`src/rtl/fetch_ctrl.sv`:
```
// Instruction-fetch sequencer: owns the PC, issues one imem request at a time,
// and delivers {pc, instr} to IF/ID. Optional MIPS delay slot via DELAY_SLOT_EN.
module fetch_ctrl #(
    parameter logic [31:0] RESET_PC   = 32'h0000_3000,
    parameter int          WAIT_LIMIT = 255
) (
    input  logic        clk_i,
    input  logic        rst_i,
    input  logic        redir_valid_i,
    input  logic [31:0] redir_pc_i,
    input  logic        stall_i,
    output logic        imem_req_o,
    output logic [31:0] imem_addr_o,
    input  logic        imem_gnt_i,
    input  logic        imem_rvalid_i,
    input  logic [31:0] imem_rdata_i,
    output logic        if_valid_o,
    output logic [31:0] if_pc_o,
    output logic [31:0] if_instr_o,
    output logic [31:0] pc_cur_o,
    output logic        fetch_err_o
);

`ifdef DELAY_SLOT_EN
    localparam bit DS = 1'b1;
`else
    localparam bit DS = 1'b0;
`endif

    localparam int CW = (WAIT_LIMIT < 2) ? 1 : $clog2(WAIT_LIMIT);
    localparam logic [CW-1:0] CNT_LAST = CW'(WAIT_LIMIT - 1);

    typedef enum logic [1:0] {S_IDLE, S_REQ, S_WAIT, S_HOLD} state_e;

    state_e        state_q, state_d;
    logic [31:0]   pc_q, pc_d;
    logic [31:0]   tgt_q, tgt_d;
    logic          drop_q, drop_d;
    logic          tgt_pend_q, tgt_pend_d;
    logic [CW-1:0] wait_cnt_q, wait_cnt_d;
    logic          if_valid_q, if_valid_d;
    logic [31:0]   if_pc_q, if_pc_d;
    logic [31:0]   if_instr_q, if_instr_d;
    logic          fetch_err_q, fetch_err_d;

    logic [31:0]   redir_tgt;
    logic          squash;
    logic          redir_lsb_unused;

    assign redir_tgt        = {redir_pc_i[31:2], 2'b00};
    assign redir_lsb_unused = ^redir_pc_i[1:0];
    // Without a delay slot a redirect kills whatever is in flight.
    assign squash           = redir_valid_i & ~DS;

    always_ff @(posedge clk_i or posedge rst_i) begin
        if (rst_i) begin
            state_q     <= S_IDLE;
            pc_q        <= RESET_PC;
            tgt_q       <= '0;
            drop_q      <= 1'b0;
            tgt_pend_q  <= 1'b0;
            wait_cnt_q  <= '0;
            if_valid_q  <= 1'b0;
            if_pc_q     <= '0;
            if_instr_q  <= '0;
            fetch_err_q <= 1'b0;
        end else begin
            state_q     <= state_d;
            pc_q        <= pc_d;
            tgt_q       <= tgt_d;
            drop_q      <= drop_d;
            tgt_pend_q  <= tgt_pend_d;
            wait_cnt_q  <= wait_cnt_d;
            if_valid_q  <= if_valid_d;
            if_pc_q     <= if_pc_d;
            if_instr_q  <= if_instr_d;
            fetch_err_q <= fetch_err_d;
        end
    end

    always_comb begin
        state_d     = state_q;
        pc_d        = pc_q;
        tgt_d       = tgt_q;
        drop_d      = drop_q;
        tgt_pend_d  = tgt_pend_q;
        wait_cnt_d  = wait_cnt_q;
        if_valid_d  = if_valid_q;
        if_pc_d     = if_pc_q;
        if_instr_d  = if_instr_q;
        fetch_err_d = fetch_err_q;

        unique case (state_q)
            S_IDLE: begin
                state_d = S_REQ;
                if (redir_valid_i) pc_d = redir_tgt;
            end

            S_REQ: begin
                if (imem_gnt_i) begin
                    state_d    = S_WAIT;
                    wait_cnt_d = '0;
                end
                if (redir_valid_i) begin
                    if (DS) begin
                        tgt_d      = redir_tgt;
                        tgt_pend_d = 1'b1;
                    end else if (imem_gnt_i) begin
                        // Granted this cycle: the old address is in flight, discard it.
                        drop_d = 1'b1;
                        tgt_d  = redir_tgt;
                    end else begin
                        pc_d = redir_tgt;
                    end
                end
            end

            S_WAIT: begin
                if (redir_valid_i && DS) begin
                    tgt_d      = redir_tgt;
                    tgt_pend_d = 1'b1;
                end
                if (imem_rvalid_i) begin
                    if (squash) begin
                        pc_d    = redir_tgt;
                        drop_d  = 1'b0;
                        state_d = S_REQ;
                    end else if (drop_q) begin
                        pc_d    = tgt_q;
                        drop_d  = 1'b0;
                        state_d = S_REQ;
                    end else begin
                        if_instr_d = imem_rdata_i;
                        if_pc_d    = pc_q;
                        if_valid_d = 1'b1;
                        state_d    = S_HOLD;
                    end
                end else begin
                    if (squash) begin
                        drop_d = 1'b1;
                        tgt_d  = redir_tgt;
                    end
                    if (wait_cnt_q == CNT_LAST) begin
                        fetch_err_d = 1'b1;
                        wait_cnt_d  = '0;
                        state_d     = S_REQ;
                        // A pending squash retargets the re-issue instead of the dead address.
                        if (drop_d) begin
                            pc_d   = tgt_d;
                            drop_d = 1'b0;
                        end
                    end else begin
                        wait_cnt_d = wait_cnt_q + 1'b1;
                    end
                end
            end

            S_HOLD: begin
                if (squash) begin
                    if_valid_d = 1'b0;
                    pc_d       = redir_tgt;
                    state_d    = S_REQ;
                end else begin
                    if (redir_valid_i) begin
                        tgt_d      = redir_tgt;
                        tgt_pend_d = 1'b1;
                    end
                    if (!stall_i) begin
                        if_valid_d = 1'b0;
                        tgt_pend_d = 1'b0;
                        state_d    = S_REQ;
                        if (redir_valid_i)   pc_d = redir_tgt;
                        else if (tgt_pend_q) pc_d = tgt_q;
                        else                 pc_d = pc_q + 32'd4;
                    end
                end
            end

            default: state_d = S_IDLE;
        endcase
    end

    assign imem_req_o  = (state_q == S_REQ);
    assign imem_addr_o = pc_q;
    assign pc_cur_o    = pc_q;
    assign if_valid_o  = if_valid_q;
    assign if_pc_o     = if_pc_q;
    assign if_instr_o  = if_instr_q;
    assign fetch_err_o = fetch_err_q;

endmodule

```
`config.mk`:
```
export PLATFORM = sky130hd
export DESIGN_NAME = fetch_ctrl
export DESIGN_NICKNAME = d
export VERILOG_FILES = /design/src/rtl/fetch_ctrl.sv
export SDC_FILE = /design/constraint.sdc
export NUM_CORES = 1
export LEC_CHECK = 0
export CELL_PAD_IN_SITES_DETAIL_PLACEMENT = 0
export CELL_PAD_IN_SITES_GLOBAL_PLACEMENT = 2
export CORE_MARGIN = 3
export CORE_UTILIZATION = 33
export DETAILED_ROUTE_END_ITERATION = 8
export PLACE_DENSITY = 0.95
export SLEW_MARGIN = 10
export SYNTH_ARGS = -nofsm -noshare
export SYNTH_HDL_FRONTEND = slang
export SYNTH_SLANG_ARGS = --single-unit
```
`constraint.sdc`:
```
create_clock -name clk_i -period 7.85 [get_ports clk_i]
set_input_delay 1.57 -clock clk_i [delete_from_list [all_inputs] [get_ports clk_i]]
set_output_delay 1.57 -clock clk_i [all_outputs]
set_load 0.005 [all_outputs]
```
==> flow_metrics.py <==
metrics = {
    "cts": {
        "cts_sinks": 141,
        "clk_path_buf_depth": 2,
        "cts_setup_buffers": 0,
        "htreeDepth": 4,
        "cts_tree": "built",
        "cts_root_buffer": "clkbuf_16",
        "insertion_delay_ns": 0.41,
        "cts_resized": 0,
        "postCtsHoldBufs": 0,
        "numCtsBuffers": 17,
        "clkTransAtPathRegs_ns": 0.06,
    },
    "pwr": {
        "p_sw_share_pct": 31.6,
        "p_leak_nw": 4.16,
        "power.density_nw_per_um2": 369,
        "clkPwrFrac_pct": 25.3,
        "power.total_mw": 3.54,
        "p_seq_share_pct": 37.8,
        "p_switching_mw": 1.12,
        "internal_power_mw": 2.42,
        "combPwrFrac_pct": 36.9,
        "peakVddDrop_mv": 0.178,
    },
    "global_route": {
        "grt_max_degree": 92,
        "antenna_found_initial": 1,
        "grt_pass1_wl_um": 29200,
        "track_usage_pct": 16.3,
        "grt_pass1_vias": 5306,
        "grt_overflow_total": 0,
    },
    "timing": {
        "min_period_over_period_pct": 57.0,
        "tightest_slew_ns": 1.07,
        "finalHoldViolations": 0,
        "maxSlewViolCount": 0,
        "fin_worst_skew_ns": 0.00993,
        "fin_setup_tns_ns": 0,
        "setup_violations": 0,
        "holdWs_ns": 0.463,
        "post-route-min-period_ns": 4.47,
        "relSlewSlack_pct": 28.4,
        "rsz0062_at_grt": "no",
        "setup_ws_ns": 3.38,
        "max_freq_mhz": 224,
    },
    "critical_path": {
        "critical_path_required_ns": 8.18,
        "r2r-start": "state_q[0]",
        "critPathLaunch": "redir_valid_i",
        "worstSetupEndpointType": "flop",
        "critPathLaunchType": "primary input",
        "crit_type": "in -> reg",
        "cp.arrival_ns": 4.80,
        "worst-path-max-fanout": 24,
    },
    "drt": {
        "avgRoutedWirePerCell_um": 17.8,
        "viasPerCell": 5.11,
        "ant_nets": 0,
        "drtPass1Iterations": 4,
        "via_count": 5349,
        "drc_errors": 0,
        "drt_wl_total_um": 18600,
        "drt_iter0_markers": 293,
    },
    "logic_synthesis": {
        "ys_ff_latch": 141,
        "synth-seq-area-share_pct": 50.8,
        "synth-edff-count": 0,
        "avgSynthCellArea_um2": 11.5,
        "synth_nets": 685,
        "yosys_warnings": 0,
        "synthCells": 607,
        "syn_area_um2": 6950,
        "synth.distinct_cells": 57,
        "ys.flop_type": "dfrtp_1",
        "synthArstFlopShare_pct": 100,
    },
    "floorplanning": {
        "fp.dieW_um": 151,
        "die_area_um2": 22800,
        "start_util_pct": 33.9,
        "placementRows": 52,
        "pin_count": 201,
        "coreArea_um2": 20500,
        "die_h_um": 151,
    },
    "placement": {
        "dp_slack_ns": 3.04,
        "numPortBuffers": 198,
        "hpwl_um": 12600,
        "placedCellCount": 1015,
        "place_congestion": 0.770,
    },
    "cells_and_area": {
        "layoutNonFillerInstCount": 1046,
        "final_nets": 842,
        "drive_gt1_share_pct": 7.35,
        "areaGrowthSynthToFinish_pct": 38.0,
        "diodes": 0,
    },
    "min_path": {
        "hp-class": "reg -> reg",
        "min-delay-start": "fetch_err_o",
    },
    "job": {
        "max_cap_viol_count": 0,
    },
    "run_status": {
        "status": "finished clean",
    },
}
-- through the flow --
step / instance area [µm²] / utilization [%]
2_1_floorplan: 6950 / -
5_1_grt: 9590 / 46.8
4_1_cts: 9590 / 46.8
3_3_place_gp: 8930 / 43.6
6_report: 9590 / 46.8
3_5_place_dp: 8930 / 43.6
-- area by class of cell --
class | count | area (µm²)
clock buffers | 20 | 467
well taps | 270 | 338
flip-flops and latches | 141 | 3530
fillers | 1920 | 10900
repair buffers | 204 | 2030
multi-input cells | 387 | 2990
clock inverters | 11 | 189
inverters | 13 | 53.8
-- cells in the mapped netlist (all sizes together), types with 6 or more instances --
cell | count | area share [%]
a21oi | 16 | 1.2
a221oi | 7 | 0.88
a222oi | 8 | 1.2
a22o | 6 | 0.76
a22oi | 10 | 1.1
a31oi | 7 | 0.63
and3 | 11 | 0.99
buf | 55 | 5.3
clkbuf | 11 | 0.59
dfrtp | 139 | 50
ha | 8 | 1.4
inv | 13 | 0.70
mux2 | 96 | 16
mux2i | 7 | 1.0
nand2 | 35 | 1.9
nand3 | 14 | 1.3
nand4 | 15 | 1.5
nor2 | 30 | 1.7
nor3 | 8 | 1.1
o21ai | 44 | 3.2
o22ai | 8 | 0.81
-- cells by family (layout without fill, tap and decap cells) --
family	count (synthesis)	in the layout	share of synthesized area, %
AOI/OAI and AO/OA	137	137	13.4
xor gates and xnor gates	8	8	1.01
adders and majority gates	8	8	1.44
buffers and inverters	79	248	6.61
DFF	141	141	50.8
muxes	103	103	16.6
and+or+nand+nor	131	131	10.2
-- metal layers --
metal | GRT usage, % | wire (µm) | vias up
met5 | 0 | 12 | -
met4 | 4.31 | 174 | 2
met3 | 4.22 | 1250 | 17
met2 | 26.3 | 8910 | 160
met1 | 21.9 | 8230 | 2640
li1 | - | - | 2530
-- final timing paths --
kind                       slack, ns  depth (start not counted)         endpoint
setup / recovery                3.38                          6  imem_addr_o[31]
hold / removal                  0.46                          1      fetch_err_o
setup reg to reg                4.70                          6  imem_addr_o[31]
hold reg to reg                 0.46                          1      fetch_err_o
max in group asynchronous       4.95                          3        tgt_q[21]
min in group asynchronous       1.70                          2   if_instr_o[13]
-- critical path: stages --
cell	delay [ns]
clkdlybuf4s50_1	1.09
nor2b_1	0.42
nand2_1	0.27
o2111a_1	0.92
nand3_1	0.27
o211ai_1	0.24
-- state kept, by name, summed over array words and instances, names as in the netlist --
signal	count
drop_q	1
fetch_err_o	1
if_instr_o	32
if_pc_o	32
if_valid_o	1
imem_addr_o	32
state_q	2
tgt_q	32
wait_cnt_q	8
-- placed cells by master, fill, tap and decap left out, types with 4 or more instances in the layout --
master | Yosys | routed
o211ai_1 | 5 | 5
dfrtp_1 | 139 | 139
o22ai_1 | 7 | 7
o2bb2ai_1 | 5 | 5
nor3_1 | 5 | 5
clkbuf_16 | 0 | 17
inv_1 | 11 | 10
and2_1 | 5 | 5
mux2i_1 | 7 | 7
mux2_1 | 95 | 95
a31oi_1 | 7 | 7
bufinv_16 | 0 | 5
nand3_1 | 12 | 12
ha_1 | 8 | 8
nor2_1 | 29 | 29
nand2_1 | 35 | 35
nand4_1 | 13 | 13
clkdlybuf4s50_1 | 0 | 198
buf_4 | 38 | 6
and3_1 | 11 | 10
xnor2_1 | 4 | 4
a22oi_1 | 10 | 10
a21oi_1 | 16 | 16
xor2_1 | 4 | 4
a221oi_1 | 7 | 7
o21ai_1 | 35 | 35
a222oi_1 | 8 | 8
a22o_1 | 6 | 6
o21ai_0 | 9 | 9
-- power by group through the flow --
stage | sequential [mW] | combinational [mW] | clock [mW]
after global placement | 1.34 | 1.30 | 0
after detailed placement | 1.35 | 1.32 | 0
after floorplan | 1.27 | 0.666 | 0
after CTS | 1.34 | 1.33 | 0.916
after global routing | 1.39 | 1.43 | 0.947
final | 1.34 | 1.30 | 0.895
No activity file was read; power rests on OpenSTA's default activity.
